`src/rtl/mem_port_arbiter.sv`:
```
// Two-requester arbiter for the shared 32-bit memory port. D-side has fixed priority,
// limited by a starvation counter. The memory side is a REQ/ACK handshake with a timeout.
module mem_port_arbiter #(
  parameter int STARVE_LIMIT = 4,
  parameter int TIMEOUT      = 255
) (
  input  logic        CLK,
  input  logic        RESET,
  input  logic        I_REQ,
  input  logic [31:0] I_ADDR,
  output logic        I_DONE,
  output logic        I_ERR,
  output logic [31:0] I_RDATA,
  input  logic        D_REQ,
  input  logic        D_WE,
  input  logic [3:0]  D_BE,
  input  logic [31:0] D_ADDR,
  input  logic [31:0] D_WDATA,
  output logic        D_DONE,
  output logic        D_ERR,
  output logic [31:0] D_RDATA,
  output logic        M_REQ,
  output logic        M_WE,
  output logic [3:0]  M_BE,
  output logic [31:0] M_ADDR,
  output logic [31:0] M_WDATA,
  input  logic        M_ACK,
  input  logic [31:0] M_RDATA
);

  typedef enum logic [1:0] {IDLE, BUSY_I, BUSY_D, RESP} state_t;

  localparam logic [3:0] SLIM = 4'(STARVE_LIMIT);
  localparam logic [8:0] TLIM = 9'(TIMEOUT);

  state_t     state;
  logic [3:0] streak;
  logic [7:0] tcnt;
  logic       grant_d, grant_i, tmo;

  // D wins unless I is waiting and D has already won STARVE_LIMIT times in a row
  assign grant_d = D_REQ && (!I_REQ || (streak < SLIM));
  assign grant_i = !grant_d && I_REQ;
  // tcnt counts busy cycles already completed, so this is the last allowed cycle
  assign tmo     = ({1'b0, tcnt} + 9'd1) == TLIM;

  always_ff @(posedge CLK) begin
    if (RESET) begin
      state   <= IDLE;
      streak  <= '0;
      tcnt    <= '0;
      I_DONE  <= 1'b0;
      I_ERR   <= 1'b0;
      I_RDATA <= '0;
      D_DONE  <= 1'b0;
      D_ERR   <= 1'b0;
      D_RDATA <= '0;
      M_REQ   <= 1'b0;
      M_WE    <= 1'b0;
      M_BE    <= '0;
      M_ADDR  <= '0;
      M_WDATA <= '0;
    end else begin
      I_DONE <= 1'b0;
      I_ERR  <= 1'b0;
      D_DONE <= 1'b0;
      D_ERR  <= 1'b0;
      case (state)
        IDLE: begin
          if (grant_d) begin
            state   <= BUSY_D;
            M_REQ   <= 1'b1;
            M_WE    <= D_WE;
            M_BE    <= D_BE;
            M_ADDR  <= D_ADDR;
            M_WDATA <= D_WDATA;
            tcnt    <= '0;
            if (I_REQ) streak <= (streak < SLIM) ? streak + 4'd1 : SLIM;
            else       streak <= '0;
          end else if (grant_i) begin
            state   <= BUSY_I;
            M_REQ   <= 1'b1;
            M_WE    <= 1'b0;
            M_BE    <= 4'hF;
            M_ADDR  <= I_ADDR;
            M_WDATA <= '0;
            tcnt    <= '0;
            streak  <= '0;
          end
        end
        BUSY_I, BUSY_D: begin
          // an ACK in the final allowed cycle still counts as success
          if (M_ACK) begin
            M_REQ <= 1'b0;
            state <= RESP;
            if (state == BUSY_I) begin
              I_DONE  <= 1'b1;
              I_RDATA <= M_RDATA;
            end else begin
              D_DONE  <= 1'b1;
              D_RDATA <= M_WE ? 32'h0 : M_RDATA;
            end
          end else if (tmo) begin
            M_REQ <= 1'b0;
            state <= RESP;
            if (state == BUSY_I) begin
              I_ERR   <= 1'b1;
              I_RDATA <= '0;
            end else begin
              D_ERR   <= 1'b1;
              D_RDATA <= '0;
            end
          end else begin
            tcnt <= tcnt + 8'd1;
          end
        end
        RESP:    state <= IDLE;
        default: state <= IDLE;
      endcase
    end
  end

endmodule

```
`config.mk`:
```
export PLATFORM = sky130hd
export DESIGN_NAME = mem_port_arbiter
export DESIGN_NICKNAME = d
export VERILOG_FILES = /design/src/rtl/mem_port_arbiter.sv
export SDC_FILE = /design/constraint.sdc
export NUM_CORES = 1
export LEC_CHECK = 0
export ABC_CLOCK_PERIOD_IN_PS = 2650
export CAP_MARGIN = 30
export CORE_MARGIN = 5
export CORE_UTILIZATION = 43
export DETAILED_ROUTE_END_ITERATION = 7
export PLACE_DENSITY = 0.81
export SKIP_LAST_GASP = 1
export SLEW_MARGIN = 15
export SYNTH_ARGS = -nofsm -noshare
export SYNTH_HDL_FRONTEND = slang
export SYNTH_SLANG_ARGS = --single-unit
```
`constraint.sdc`:
```
create_clock -name CLK -period 2.65 [get_ports CLK]
set_clock_uncertainty 0.15 [all_clocks]
set_input_delay 0.3975 -clock CLK [delete_from_list [all_inputs] [get_ports CLK]]
set_output_delay 0.3975 -clock CLK [all_outputs]
set_load 0.01 [all_outputs]
```
==> results of run 1 <==
==> where the power goes <==
group | switching [µW] | internal (µW) | leakage (µW)
registers | 198 | 2650 | 0.00124
clock network | 945 | 1730 | 0.000314
logic | 1690 | 1350 | 0.00220
==> final timing paths <==
check | end | cells after the start | slack [ns]
max | D_RDATA[7] | 7 | 0.20
min | I_RDATA[20] | 2 | 0.27
max reg2reg | D_RDATA[7] | 7 | 0.20
min reg2reg | M_WDATA[14] | 2 | 0.30
==> sequential cells by signal, summed over array words and instances (netlist names) <==
| name | count |
|---|---|
| D_RDATA | 32 |
| I_ERR | 1 |
| M_ADDR | 32 |
| I_DONE | 1 |
| D_ERR | 1 |
| state | 2 |
| M_BE | 4 |
| M_REQ | 1 |
| streak | 4 |
| D_DONE | 1 |
| tcnt | 8 |
| M_WDATA | 32 |
| M_WE | 1 |
| I_RDATA | 32 |
==> Yosys cell counts (2+ instances only) <==
cell and count:
nand2_1 171, dfxtp_1 152, a21oi_1 72, clkbuf_1 56
nor2_1 49, nand3_1 35, mux2i_1 34, nand4_1 34
o31ai_1 34, a311oi_1 32, o21ai_0 9, buf_2 8
buf_1 7, inv_1 7, ha_1 6, and3_1 5
buf_6 5, o21ai_1 5, a22oi_1 4, nor2b_1 4
a32o_1 3, nor3b_1 3, o21a_1 3, mux2_2 2
nand2b_1 2, nor3_1 2, or3_1 2
==> area by class of cell <==
| class | instances | area share |
|---|---|---|
| tap | 184 | 0.0231 |
| sequential | 152 | 0.305 |
| timing repair buffer | 300 | 0.301 |
| clock inverter | 11 | 0.0193 |
| multi-input combinational | 530 | 0.303 |
| clock buffer | 21 | 0.0461 |
| inverter | 9 | 0.00338 |
==> through the flow <==
| step | setup WS, ns | total power, µW | hold slack, ns | util |
|---|---|---|---|---|
| after detailed placement | 0.194 | 5910 | 0.294 | 0.642 |
| after global routing | 0.0450 | 8980 | 0.261 | 0.687 |
| after global placement | 0.272 | 5860 | 0.287 | 0.642 |
| after floorplan | 0.498 | 4490 | 0.306 | - |
| after CTS | 0.167 | 8610 | 0.246 | 0.687 |
| final | 0.202 | 8560 | 0.275 | 0.687 |
==> what timing repair did <==
action                                  in CTS  in global routing
gates resized for setup                      0                  1
hold buffers                                 0                  0
endpoints found under the setup margin       0                  1
==> cells in the final DEF, fill, tap and decap left out, drive strengths merged, types with 2 or more instances in the layout <==
master / synthesis / final
a311oi: 32 / 32
nor2: 49 / 49
a22oi: 4 / 4
a21oi: 72 / 72
clkinv: 1 / 3
and3: 5 / 5
nand2b: 2 / 2
buf: 20 / 26
o21ai: 14 / 14
inv: 8 / 10
nand4: 34 / 34
dfxtp: 152 / 152
nor4b: 2 / 2
nand2: 171 / 171
mux2: 2 / 2
o31ai: 34 / 34
nand3: 35 / 35
o21a: 3 / 3
clkbuf: 56 / 21
bufinv: 0 / 5
mux2i: 34 / 34
nor2b: 4 / 4
a32o: 3 / 3
or3: 2 / 2
clkdlybuf4s50: 0 / 274
nor3: 2 / 2
clkinvlp: 0 / 2
ha: 6 / 6
nor3b: 3 / 3
==> worst reg2reg max path, stage by stage, from the launching register on <==
cell and delay [ns]:
dfxtp_1 0.45, ha_2 0.29, xnor2_1 0.11, nor4b_2 0.36
nor3_2 0.09, or3_2 0.49, buf_12 0.20, mux2i_1 0.18
==> cells by family after synthesis <==
logic type / Yosys count
simple gates: 315
compound gates: 172
flops: 152
buf+inv: 85
mux: 36
fa+ha+maj: 6
xor+xnor: 1
==> routing by layer <==
| layer | routed length, µm | vias up |
|---|---|---|
| met5 | 0 | - |
| met3 | 1520 | 40 |
| li1 | - | 3193 |
| met1 | 8450 | 3051 |
| met4 | 603 | 0 |
| met2 | 10800 | 268 |
==> impl_metrics.ini, run 1 <==
[placement]
place_inst = 1175
gp_congestion = 0.865
placed_area_um2 = 9330
portBuffers = 275
hpwl_mm = 15.1

[global_route]
grt_busiest_layer = met2
grt_pass1_wl_mm = 33.4
grt_use_met1 = 0.276
antenna_found_initial = 0
met3_usage = 0.0637
grt-ovfl-total = 0
grt_max_degree = 51
track_usage = 0.234
first_global_vias = 6269
grt_use_met2 = 0.402

[clock_tree]
cts_buffers = 17
clk_latency_ns = 0.41
clk_path_buf_depth = 2
root_buffer = clkbuf_16
cts_tree = done
h-tree-depth = 4
cts_sinks = 152
postCtsSetupRepairBufs = 0
path_clk_slew_ns = 0.06

[floorplan]
ios = 276
coreArea_um2 = 14500
row_count = 44
die_x_um = 132
start_util = 0.440
die_h_um = 132
dieArea_um2 = 17400

[run]
cap_viol_max_count = 0

[route]
totalWireLength_mm = 21.4
via_per_inst = 5.43
drt_iter0_drc = 516
vias = 6552
ant_nets = 0
drt_pre_antenna_iters = 5
wl_per_cell_um = 17.7
post-route-drc-count = 0

[yosys]
syn_avg_cell_area_um2 = 8.33
yosys.area.top_type = dfxtp_1
synth_xor_area_frac = 0.00137
synth_top_family_by_area = simple AND/OR/NAND/NOR gates
ys_types = 48
synth_compound_area_frac = 0.177
syn-cell-area_um2 = 6390
synthAdderAreaFrac = 0.0118
synthCells = 767
ys_warn_count = 0
synth_area_leaders = dfxtp_1, nand2_1, a21oi_1
synth_nets = 911
synth_simple_gate_area_frac = 0.219
synthFlopType = dfxtp_1
yosys-mux-area-fraction = 0.0568
synth_edf_count = 0
postSynth.asyncResetShare = 0
synth.top_cell.area_share = 0.476
ys_seq_area_frac = 0.476
ys_seq_elements = 152

[cells_and_area]
diodes = 0
fillerInstances = 1162
stdcell_count = 1207
area_delta_synth_final_pct = 56.3
multi_input_area_um2 = 3020
final_cell_area_um2 = 9980
regArea_um2 = 3040
drive_gt1_frac = 0.0674
nets = 1154

[hold_path]
min_from = RESET
min_path_type = in -> reg

[critical_path]
slowest_stage = or3_2
end_kind = register
max_stage_delay_ns = 0.49
crit_start = tcnt[0]
cp_top_family = simple AND/OR/NAND/NOR gates
cp.required_ns = 2.79
start_kind = register
rr_startpoint = tcnt[0]
crit_fanout = 32
path_cells = ha_2, xnor2_1, nor4b_2, nor3_2, or3_2, buf_12, mux2i_1
worstPathArrival_ns = 2.59
crit_type = reg -> reg
critPathBufInv = 1

[timing]
tns_ns = 0
slew_viol_final = 0
slew_headroom = 0.642
post-route-period-util = 0.924
setup_viol = 0
grt_setup_unrepaired = no
fin_crit_ns = 2.45
hold_violations = 0
max_freq_mhz = 409
worstMarginPinSlew_ns = 0.536

[pwr]
p_leak_uw = 0.00376
powerDensity_nw_per_um2 = 857
vdd_drop_max_mv = 0.500

[outcome]
status = finished clean
Note: power is estimated with default switching activity, not from simulation.
==> run 2, diff against run 1 <==
ABC_AREA = 0   (was default)
SLEW_MARGIN = default   (was 15)
==> results of run 2 <==
Final layout, timing and power as in run 1 (identical DEF).
==> run 3, diff against run 2 <==
CTS_CLUSTER_DIAMETER = 50   (was default)
==> results of run 3 <==
Final layout, timing and power as in run 1 (identical DEF).
